<file path="config.mk">
export PLATFORM = sky130hd
export DESIGN_NAME = hilo_muldiv_unit
export DESIGN_NICKNAME = d
export VERILOG_FILES = /design/src/rtl/hilo_muldiv_unit_pkg.sv /design/src/rtl/hilo_iter_core.sv /design/src/rtl/hilo_muldiv_unit.sv
export SDC_FILE = /design/constraint.sdc
export NUM_CORES = 1
export LEC_CHECK = 0
export BUFFER_PORTS_ARGS = -buffer_cell sky130_fd_sc_hd__buf_4
export CAP_MARGIN = 20
export CELL_PAD_IN_SITES_DETAIL_PLACEMENT = 1
export CELL_PAD_IN_SITES_GLOBAL_PLACEMENT = 1
export CORE_MARGIN = 2
export CORE_UTILIZATION = 47
export CTS_BUF_LIST = sky130_fd_sc_hd__clkbuf_8
export DETAILED_ROUTE_END_ITERATION = 10
export GPL_TIMING_DRIVEN = 0
export PLACE_DENSITY = 0.91
export SETUP_SLACK_MARGIN = 0.02
export SYNTH_ARGS = -nofsm -noshare
export SYNTH_HDL_FRONTEND = slang
export SYNTH_SLANG_ARGS = --single-unit
export TNS_END_PERCENT = 100
</file>
<file path="constraint.sdc">
create_clock -name CLK -period 3.95 [get_ports CLK]
set_input_delay 0.395 -clock CLK [delete_from_list [all_inputs] [get_ports CLK]]
set_output_delay 0.395 -clock CLK [all_outputs]
set_load 0.01 [all_outputs]
</file>
<file path="src/rtl/hilo_muldiv_unit_pkg.sv">
// Shared definitions for the HI/LO multiply/divide unit.
//   - funct codes that decode turns into start_mult / start_div
//   - HiLo read-select encodings (mfhi / mflo)
//   - FSM state and datapath mode encodings
package hilo_muldiv_unit_pkg;

  localparam logic [5:0] FUNCT_MULT = 6'b011000;
  localparam logic [5:0] FUNCT_DIV  = 6'b011010;

  localparam logic [1:0] HILO_HI = 2'b10;
  localparam logic [1:0] HILO_LO = 2'b01;

  typedef enum logic [1:0] {
    ST_IDLE = 2'b00,
    ST_MUL  = 2'b01,
    ST_DIV  = 2'b10,
    ST_FIX  = 2'b11
  } state_t;

  typedef enum logic {
    MODE_MUL = 1'b0,
    MODE_DIV = 1'b1
  } mode_t;

endpackage

</file>
<file path="src/rtl/hilo_iter_core.sv">
// Iterative unsigned datapath shared by multiply and divide.
//   clk, rst  : clock, synchronous active-high reset
//   load      : capture operands, mode and clear the step counter
//   step      : perform one iteration
//   mode      : MODE_MUL (shift-add) or MODE_DIV (restoring division)
//   load_lo   : low half of accumulator (multiplier / dividend magnitude)
//   load_m    : multiplicand / divisor magnitude
//   acc_hi/lo : mul -> {product hi, product lo}; div -> {remainder, quotient}
//   last      : the step in progress is the final one
module hilo_iter_core
  import hilo_muldiv_unit_pkg::*;
#(
  parameter int unsigned WIDTH = 32,
  parameter int unsigned ITER  = 32
) (
  input  logic             clk,
  input  logic             rst,
  input  logic             load,
  input  logic             step,
  input  mode_t            mode,
  input  logic [WIDTH-1:0] load_lo,
  input  logic [WIDTH-1:0] load_m,
  output logic [WIDTH-1:0] acc_hi,
  output logic [WIDTH-1:0] acc_lo,
  output logic             last
);

  localparam int unsigned CW = $clog2(ITER) + 1;

  logic [2*WIDTH-1:0] acc;
  logic [2*WIDTH-1:0] acc_nxt;
  logic [WIDTH-1:0]   m;
  mode_t              mode_q;
  logic [CW-1:0]      cnt;

  logic [WIDTH:0] add_sum;
  logic [WIDTH:0] rem_sh;
  logic [WIDTH:0] diff;

  always_comb begin
    // Multiply: add multiplicand into the upper half when the current
    // multiplier bit (acc[0]) is set, then shift the whole pair right
    // keeping the carry.
    add_sum = {1'b0, acc[2*WIDTH-1:WIDTH]} + (acc[0] ? {1'b0, m} : '0);
    // Divide: shift the next dividend bit into the partial remainder and
    // trial-subtract; a set MSB of the difference means "restore".
    rem_sh  = {acc[2*WIDTH-1:WIDTH], acc[WIDTH-1]};
    diff    = rem_sh - {1'b0, m};
    if (mode_q == MODE_MUL) begin
      acc_nxt = {add_sum, acc[WIDTH-1:1]};
    end else if (diff[WIDTH]) begin
      acc_nxt = {rem_sh[WIDTH-1:0], acc[WIDTH-2:0], 1'b0};
    end else begin
      acc_nxt = {diff[WIDTH-1:0], acc[WIDTH-2:0], 1'b1};
    end
  end

  always_ff @(posedge clk) begin
    if (rst) begin
      acc    <= '0;
      m      <= '0;
      mode_q <= MODE_MUL;
      cnt    <= '0;
    end else if (load) begin
      acc    <= {{WIDTH{1'b0}}, load_lo};
      m      <= load_m;
      mode_q <= mode;
      cnt    <= '0;
    end else if (step) begin
      acc <= acc_nxt;
      cnt <= cnt + 1'b1;
    end
  end

  assign acc_hi = acc[2*WIDTH-1:WIDTH];
  assign acc_lo = acc[WIDTH-1:0];
  assign last   = (cnt == CW'(ITER - 1));

endmodule

</file>
<file path="src/rtl/hilo_muldiv_unit.sv">
// Iterative signed multiply/divide unit with architectural HI/LO registers.
//   CLK, RESET           : clock, synchronous active-high reset
//   start_mult/start_div : EX holds a valid mult / div (mult wins if both)
//   rs_data, rt_data     : operands, sampled only when the op is accepted
//   HiLo                 : 10 read HI, 01 read LO, otherwise read 0
//   HiLo_out             : combinational read of HI/LO
//   Busy                 : operation in flight
//   Stall                : hold IF/ID/EX while busy and EX needs the unit
//   Done                 : one-cycle pulse when HI/LO are written
module hilo_muldiv_unit
  import hilo_muldiv_unit_pkg::*;
#(
  parameter int unsigned WIDTH = 32,
  parameter int unsigned ITER  = 32
) (
  input  logic             CLK,
  input  logic             RESET,
  input  logic             start_mult,
  input  logic             start_div,
  input  logic [WIDTH-1:0] rs_data,
  input  logic [WIDTH-1:0] rt_data,
  input  logic [1:0]       HiLo,
  output logic [WIDTH-1:0] HiLo_out,
  output logic             Busy,
  output logic             Stall,
  output logic             Done
);

  state_t           state;
  logic [WIDTH-1:0] hi, lo;
  logic [WIDTH-1:0] dividend;
  logic             neg_a;     // product sign / quotient sign
  logic             neg_r;     // remainder sign (dividend sign)
  logic             dvz;
  logic             op_div;
  logic             busy_q, done_q;

  logic [WIDTH-1:0] rs_mag, rt_mag;
  logic             accept_mul, accept_div;
  logic [WIDTH-1:0] core_hi, core_lo;
  logic             core_last;

  logic [2*WIDTH-1:0] prod_s;
  logic [WIDTH-1:0]   quo_s, rem_s;

  always_comb begin
    rs_mag     = rs_data[WIDTH-1] ? -rs_data : rs_data;
    rt_mag     = rt_data[WIDTH-1] ? -rt_data : rt_data;
    accept_mul = (state == ST_IDLE) && start_mult;
    accept_div = (state == ST_IDLE) && !start_mult && start_div;
  end

  hilo_iter_core #(
    .WIDTH (WIDTH),
    .ITER  (ITER)
  ) u_core (
    .clk     (CLK),
    .rst     (RESET),
    .load    (accept_mul | accept_div),
    .step    ((state == ST_MUL) || (state == ST_DIV)),
    .mode    (accept_div ? MODE_DIV : MODE_MUL),
    .load_lo (accept_div ? rs_mag : rt_mag),
    .load_m  (accept_div ? rt_mag : rs_mag),
    .acc_hi  (core_hi),
    .acc_lo  (core_lo),
    .last    (core_last)
  );

  always_comb begin
    prod_s = neg_a ? -{core_hi, core_lo} : {core_hi, core_lo};
    quo_s  = neg_a ? -core_lo : core_lo;
    rem_s  = neg_r ? -core_hi : core_hi;
  end

  always_ff @(posedge CLK) begin
    if (RESET) begin
      state    <= ST_IDLE;
      hi       <= '0;
      lo       <= '0;
      dividend <= '0;
      neg_a    <= 1'b0;
      neg_r    <= 1'b0;
      dvz      <= 1'b0;
      op_div   <= 1'b0;
      busy_q   <= 1'b0;
      done_q   <= 1'b0;
    end else begin
      done_q <= 1'b0;
      case (state)
        ST_IDLE: begin
          if (accept_mul || accept_div) begin
            state    <= accept_mul ? ST_MUL : ST_DIV;
            busy_q   <= 1'b1;
            op_div   <= accept_div;
            neg_a    <= rs_data[WIDTH-1] ^ rt_data[WIDTH-1];
            neg_r    <= rs_data[WIDTH-1];
            dvz      <= (rt_data == '0);
            dividend <= rs_data;
          end
        end
        ST_MUL, ST_DIV: begin
          if (core_last) state <= ST_FIX;
        end
        ST_FIX: begin
          if (!op_div) begin
            {hi, lo} <= prod_s;
          end else if (dvz) begin
            hi <= dividend;
            lo <= '1;
          end else begin
            hi <= rem_s;
            lo <= quo_s;
          end
          done_q <= 1'b1;
          busy_q <= 1'b0;
          state  <= ST_IDLE;
        end
        default: state <= ST_IDLE;
      endcase
    end
  end

  always_comb begin
    case (HiLo)
      HILO_HI: HiLo_out = hi;
      HILO_LO: HiLo_out = lo;
      default: HiLo_out = '0;
    endcase
  end

  assign Busy  = busy_q;
  assign Done  = done_q;
  assign Stall = busy_q & (start_mult | start_div | (HiLo != 2'b00));

endmodule

</file>
==> results of run 1 <==
[state kept, by name (all words and copies together), names as in the netlist]
name / flops
op_div: 1
u_core.acc: 64
hi: 32
Done: 1
u_core.mode_q: 1
dividend: 32
u_core.m: 32
lo: 32
neg_a: 1
dvz: 1
u_core.cnt: 6
Busy: 1
state: 2
[worst min path at each step]
stage / endpoint / slack (ns) / cells after the start
finish: dividend[17] / 0.07 / 3
global route: dividend[15] / 0.06 / 3
CTS: dividend[15] / 0.06 / 3
detailed placement: u_core.m[3] / 0.44 / 2
global placement: u_core.m[9] / 0.44 / 2
floorplan: hi[30] / 0.42 / 2
[metrics by stage]
step,total power [mW],TNS (ns),utilization [%],std cells
6_report,15.1,0,53.9,2946
3_3_place_gp,12.1,-17.11,51.3,2867
4_1_cts,14.7,0,53.7,2940
2_1_floorplan,9.18,0,-,2305
5_1_grt,15.9,0,53.9,2946
3_5_place_dp,12.4,-18.74,51.3,2868
[cells by family after synthesis]
family	share of synthesized area, %
flip-flops	24.5
AND/OR/NAND/NOR	21.3
buffers and inverters	5.60
AO/OA/AOI/OAI	28.0
XOR/XNOR	10.5
adder cells (fa/ha/maj)	5.80
multiplexers	4.33
[synth_stat cells, drive strengths merged, types with 21 or more instances]
library cell and number:
nand2 297, dfxtp 206, nor2 199, a21oi 187, o21ai 182, clkbuf 164, xnor2 116, xor2 86
ha 75, a211oi 68, mux2i 64, inv 63, nor2b 51, o211ai 49, o31ai 42, a21o 35
nand2b 35, a22oi 33, nor3 31, nand3 25, or4 23, o22ai 22, buf 21, o41ai 21
[final cells by class]
class	instances	area [um^2]	share of cell area, %
clock inverter	23	128	0.667
buffer	185	723	3.78
timing repair buffer	108	815	4.26
sequential	206	4130	21.6
inverter	64	246	1.29
multi-input combinational	1850	11800	61.9
tap	461	577	3.01
clock buffer	49	674	3.52
[per-layer routing]
metal | track usage, % | wire length [um] | vias to the layer above
li1 | - | - | 8549
met1 | 54.0 | 33500 | 9342
met2 | 65.6 | 35500 | 982
met3 | 8.63 | 7370 | 250
met4 | 24.0 | 5150 | 2
met5 | 0 | 14 | -
[worst reg2reg max path: cells and delay by family, from the launching register on]
| kind | cells | cell delay (ns) |
|---|---|---|
| flip-flops | 1 | 0.39 |
| AND/OR/NAND/NOR | 4 | 0.65 |
| AO/OA/AOI/OAI | 5 | 1.19 |
| adder cells (fa/ha/maj) | 1 | 0.46 |
| buffers and inverters | 4 | 0.93 |
[where the power goes]
group / internal, mW / switching, mW
logic: 3.26 / 6.33
registers: 2.59 / 0.718
clock network: 1.19 / 1.06
[what timing repair did]
item | in CTS | in global routing
hold buffers | 0 | 0
resized for setup | 12 | 17
pin swaps | 1 | 3
buffers inserted | 0 | 6
endpoints found under the setup margin | 34 | 26
==> results.ini, run 1 <==
[status]
status=complete, no violations

[final_layout]
num-fill-cells=4600
stdcell_area_um2=19100
n_antenna_cell=0
nNetsFinal=2602
syn_to_final_growth_pct=13.5
drive_above_1_share_pct=9.13
layout_commonest_cell=nand2_1
final_cell_mix=nand2_1 (296), dfxtp_1 (205), nor2_1 (198), a21oi_1 (187), o21ai_0 (163)

[critical_path]
path_depth=14
cp.buffers_inverters=4
startpoint_type=flop
cpPeakStageDelay_ns=0.46
crit_path_end_kind=flop
critical_path.endpoint=u_core.acc[51]
critPathArrivalTime_ns=4.22
path_class=reg2reg
path_max_fanout=10
crit_required_ns=4.37
path_delay_family=compound AO/OA/AOI/OAI gates
r2r_cells=14
crit_chain=clkbuf_4 -> clkinvlp_4 -> fa_1 -> nor2b_1 -> o31ai_1 -> a21o_1 -> a32oi_4 -> o31ai_1 -> nor2_4 -> buf_6 -> buf_4 -> nor2_1 -> a211oi_1 -> nor3_1
crit_top_cell=o31ai_1
cp-startpoint=u_core.acc[32]
r2r-end=u_core.acc[51]
r2r_slack_ns=0.15
critPathSlowestCell=fa_1
r2r-start=u_core.acc[32]

[detailed_routing]
vias=19125
wl_per_cell_um=27.7
drt_pass1_iterations=7
drc=0
final_antenna_net_count=0
routed_wirelength_um=81500
via_per_inst=6.49
drt_iter0_drc=1604

[power]
power.leakage_nw=7.36
peakVddDrop_mv=0.473
power_density_nw_per_um2=791

[hold_path]
worstHoldPathType=in2reg
min_from=rs_data[17]

[yosys]
avgSynthCellArea_um2=7.32
ys_seq_elements=206
netlist_top_cells_area=dfxtp_1 (24%), nand2_1 (6.6%), xnor2_1 (6.0%)
yosys.area.top_type=dfxtp_1
syn_area_um2=16900
yosysWarnings=0
ys_types=76
synth_edf_count=0
ys_seq_area_share_pct=24.5
netlist_instances=2305
ys.flop_type=dfxtp_1
async_flop_share_pct=0
synth_top_cell_area_share_pct=24.5
syn_nets=2452

[global_route]
track_usage_pct=42.0
antenna_found_initial=4
grt_pass1_vias=18974
grt_max_degree=11
grt_pass1_wl_um=120000
grt-ovfl-total=0

[cts]
cts_sinks=206
cts.clk_slew.worst_paths_ns=0.06
insertion_delay_ns=0.62
htreeDepth=2
tritoncts=yes
clockRootBuffer=clkbuf_8
cts_buffer_depth=3
numCtsBuffers=40

[sta]
report.final.slew_viol_count=0
clock_skew_ns=0.0309
setup_viol=0
fmax_mhz=263
finalWorstSetupSlack_ns=0.146
fin_hold_ws_ns=0.0715
fin_crit_ns=3.80
fin_crit_sh_pct=96.3
tightest_slew_ns=1.13
slew-limit-headroom_pct=24.9
hold_viol=0
rsz0062_at_grt=false

[place]
pre_cts_slack_ns=-0.882
port_buffers=101
placed_cell_area_um2=18200
gp_congestion=1.01
dp_hpwl_um=65100

[floorplan]
chipHeight_um=193
rows=69
core_area_um2=35500
die_w_um=193
ios=105
initial_utilization_pct=47.5
die_area_um2=37400

[run]
drv_cap=0

Note: power is estimated with default switching activity, not from simulation.
==> run 2: changes to the inputs <==
--- a/config.mk
+++ b/config.mk
@@ -10,11 +10,11 @@
 export CELL_PAD_IN_SITES_DETAIL_PLACEMENT = 1
 export CELL_PAD_IN_SITES_GLOBAL_PLACEMENT = 1
 export CORE_MARGIN = 2
-export CORE_UTILIZATION = 47
+export CORE_UTILIZATION = 43
 export CTS_BUF_LIST = sky130_fd_sc_hd__clkbuf_8
 export DETAILED_ROUTE_END_ITERATION = 10
 export GPL_TIMING_DRIVEN = 0
-export PLACE_DENSITY = 0.91
+export PLACE_DENSITY = 0.88
 export SETUP_SLACK_MARGIN = 0.02
 export SYNTH_ARGS = -nofsm -noshare
 export SYNTH_HDL_FRONTEND = slang
==> constraint.sdc (replaced) <==
create_clock -name CLK -period 3.1 [get_ports CLK]
set_input_delay 0.31 -clock CLK [delete_from_list [all_inputs] [get_ports CLK]]
set_output_delay 0.31 -clock CLK [all_outputs]
set_load 0.01 [all_outputs]
==> run 2 against run 1 <==
Compared with the run above: clock skew is essentially flat; sequential share of layout area shrank 1.4 points; largest power group unchanged; clock power grew 22%; critical path depth shrank 3; register-to-register slack lost 0.50 ns; the run now ends with negative setup slack left.
==> results.ini, run 2 (same netlist as run 1, synthesis figures left out) <==
[cts]
tritoncts=yes
htreeDepth=2  ; unchanged
clockRootBuffer=clkbuf_8
cts_sinks=206  ; unchanged
cts_hold_buf=0  ; unchanged
insertion_delay_ns=0.61  ; about the same
cts_buffer_depth=3  ; unchanged
cts.clk_slew.worst_paths_ns=0.08  ; +0.02 ns
numCtsBuffers=38  ; -5.0%

[sta]
fin_hold_ws_ns=0.00667  ; -0.0648 ns
tightest_slew_ns=1.07  ; -0.0547 ns
slew-limit-headroom_pct=28.6  ; +3.6 points
rsz0062_at_grt=true
clock_skew_ns=0.0305  ; -0.000404 ns
fin_crit_sh_pct=111  ; +15 points
fmax_mhz=289  ; +10%
hold_viol=0  ; unchanged
fin_crit_ns=3.46  ; -0.348 ns
report.final.slew_viol_count=0  ; unchanged
finalWorstSetupSlack_ns=-0.356  ; -0.502 ns
setup_viol=43  ; +43

[detailed_routing]
via_per_inst=6.61  ; +1.9%
drt_pass1_iterations=7  ; unchanged
final_antenna_net_count=0  ; unchanged
drt_iter0_drc=2186  ; +36%
wl_per_cell_um=28.6  ; +3.3%
routed_wirelength_um=86800  ; +6.5%
drc=0  ; unchanged
vias=20078  ; +5.0%

[power]
p_total_mw=22.4  ; +48%
peakVddDrop_mv=0.707  ; +49%
power_density_nw_per_um2=1080  ; +37%
p_switching_mw=11.8  ; +46%
swShare_pct=52.8  ; -0.74 points
p_comb_share_pct=68.2  ; +4.9 points
internal_power_mw=10.6  ; +50%
p_seq_share_pct=19.6  ; -2.2 points
power.leakage_nw=7.83  ; +6.4%
pwr-share-clk_pct=12.2  ; -2.6 points

[global_route]
antenna_found_initial=1  ; -3
track_usage_pct=39.5  ; -2.5 points
grt_pass1_wl_um=123000  ; +2.7%
grt_max_degree=11  ; unchanged
grt_pass1_vias=19994  ; +5.4%
grt-ovfl-total=0  ; unchanged

[critical_path]
path_delay_family=compound AO/OA/AOI/OAI gates
path_class=reg2reg
path_max_fanout=10  ; unchanged
crit_chain=inv_1 -> ha_1 -> a211oi_2 -> a211oi_2 -> or2_4 -> a221o_1 -> nor2_4 -> buf_6 -> mux2_4 -> mux2i_1 -> a21oi_1
crit_path_end_kind=flop
crit_top_cell=a211oi_2
critPathArrivalTime_ns=3.90  ; -0.32 ns
crit_required_ns=3.54  ; -0.83 ns
cp.buffers_inverters=2  ; -2
critPathSlowestCell=ha_1
cpPeakStageDelay_ns=0.43  ; -0.03 ns
startpoint_type=flop

[floorplan]
initial_utilization_pct=43.6  ; -3.9 points
ios=105  ; unchanged
rows=72  ; +4.3%
die_area_um2=40800  ; +9.1%
chipHeight_um=202  ; +4.5%
die_w_um=202  ; +4.5%
core_area_um2=38600  ; +8.9%

[run]
drv_cap=0  ; unchanged

[final_layout]
final_cells=3036  ; +3.1%
layout_commonest_cell=nand2_1
num-fill-cells=4813  ; +4.6%
n_antenna_cell=0  ; unchanged
nNetsFinal=2639  ; +1.4%
stdcell_area_um2=20700  ; +8.3%
largest_register_ffs=64  ; unchanged
final_cell_mix=nand2_1 (293), nor2_1 (190), dfxtp_1 (186), a21oi_1 (159), buf_4 (151)
syn_to_final_growth_pct=22.9
drive_above_1_share_pct=18.0  ; +8.9 points
multi_input_area_um2=12800  ; +7.7%
register_area_um2=4170  ; +1.1%
regMostFlops=u_core.acc

[place]
port_buffers=101  ; unchanged
pre_cts_slack_ns=-1.21  ; -0.323 ns
post-place-cells=2924  ; +2.0%
placed_cell_area_um2=18300  ; +0.34%
gp_congestion=1.04  ; +2.9%
dp_hpwl_um=62700  ; -3.6%

[hold_path]
worstHoldPathType=in2reg

[status]
violations=negative setup slack
status=complete, but fails checks

==> run 2: cell types whose count changed in the layout (fill, tap and decap cells not counted), moves of 14 or more <==
| cell | delta |
|---|---|
| clkbuf_1 | -27 |
| o21ai_1 | +14 |
| buf_4 | +43 |
| ha_1 | -20 |
| a21oi_1 | -28 |
| a21oi_2 | +26 |
| o21ai_0 | -27 |
| inv_1 | -16 |
| dfxtp_1 | -19 |
==> run 2: worst paths after layout <==
path           startpoint             end  slack [ns]  cells after the start
max          u_core.m[20]  u_core.acc[47]       -0.36                     11
min           rs_data[15]    dividend[15]       0.007                      3
max reg2reg  u_core.m[20]  u_core.acc[47]       -0.36                     11
min reg2reg  dividend[21]    dividend[21]        0.45                      2
==> run 2: per-layer routing <==
| metal | wire length, um | global-route usage (%) | share of wire [%] | vias to the layer above |
|---|---|---|---|---|
| met5 | 13 | 0 | 0.015 | - |
| met4 | 7030 | 26.8 | 8.1 | 2 |
| met3 | 9110 | 8.87 | 10 | 450 |
| met2 | 37900 | 62.0 | 44 | 1302 |
| met1 | 32700 | 48.5 | 38 | 9686 |
| li1 | - | - | - | 8638 |
==> run 2: per-stage QoR <==
| stage | utilization, % | TNS (ns) |
|---|---|---|
| final | 53.6 | -9.29 |
| after global routing | 53.6 | -9.82 |
| after CTS | 51.7 | -0.197 |
| after detailed placement | 47.3 | -46.58 |
| after global placement | 47.3 | -40.76 |
| after floorplan | - | 0 |
==> run 2: layout make-up <==
| cell class | count | area share (%) |
|---|---|---|
| Tap cell | 518 | 3.13 |
| Multi-Input combinational cell | 1850 | 61.6 |
| Clock inverter | 18 | 0.399 |
| Buffer | 167 | 3.72 |
| Clock buffer | 48 | 3.19 |
| Sequential cell | 206 | 20.1 |
| Timing Repair Buffer | 165 | 6.53 |
| Inverter | 64 | 1.33 |
==> run 2: power groups by stage <==
stage	Clock, mW	Sequential [mW]	Combinational [mW]
after floorplan	0	3.77	7.93
after global placement	0	4.14	11.1
after detailed placement	0	4.17	11.5
after CTS	2.69	4.22	13.1
after global routing	2.83	4.39	16.0
final	2.74	4.39	15.3
==> run 2: timing repair <==
action	CTS	global route
setup buffers	33	28
pin swaps	40	72
cloned	1	3
endpoints found under the hold margin	0	0
resized for setup	187	147
setup endpoints to repair	68	66
==> run 2: worst register-to-register path: cells and delay by family (launching register included) <==
family | cells | cell delay (ns)
AO/OA/AOI/OAI | 4 | 1.02
flip-flops | 1 | 0.32
adder cells (fa/ha/maj) | 1 | 0.44
buffers and inverters | 2 | 0.50
multiplexers | 2 | 0.46
AND/OR/NAND/NOR | 2 | 0.56
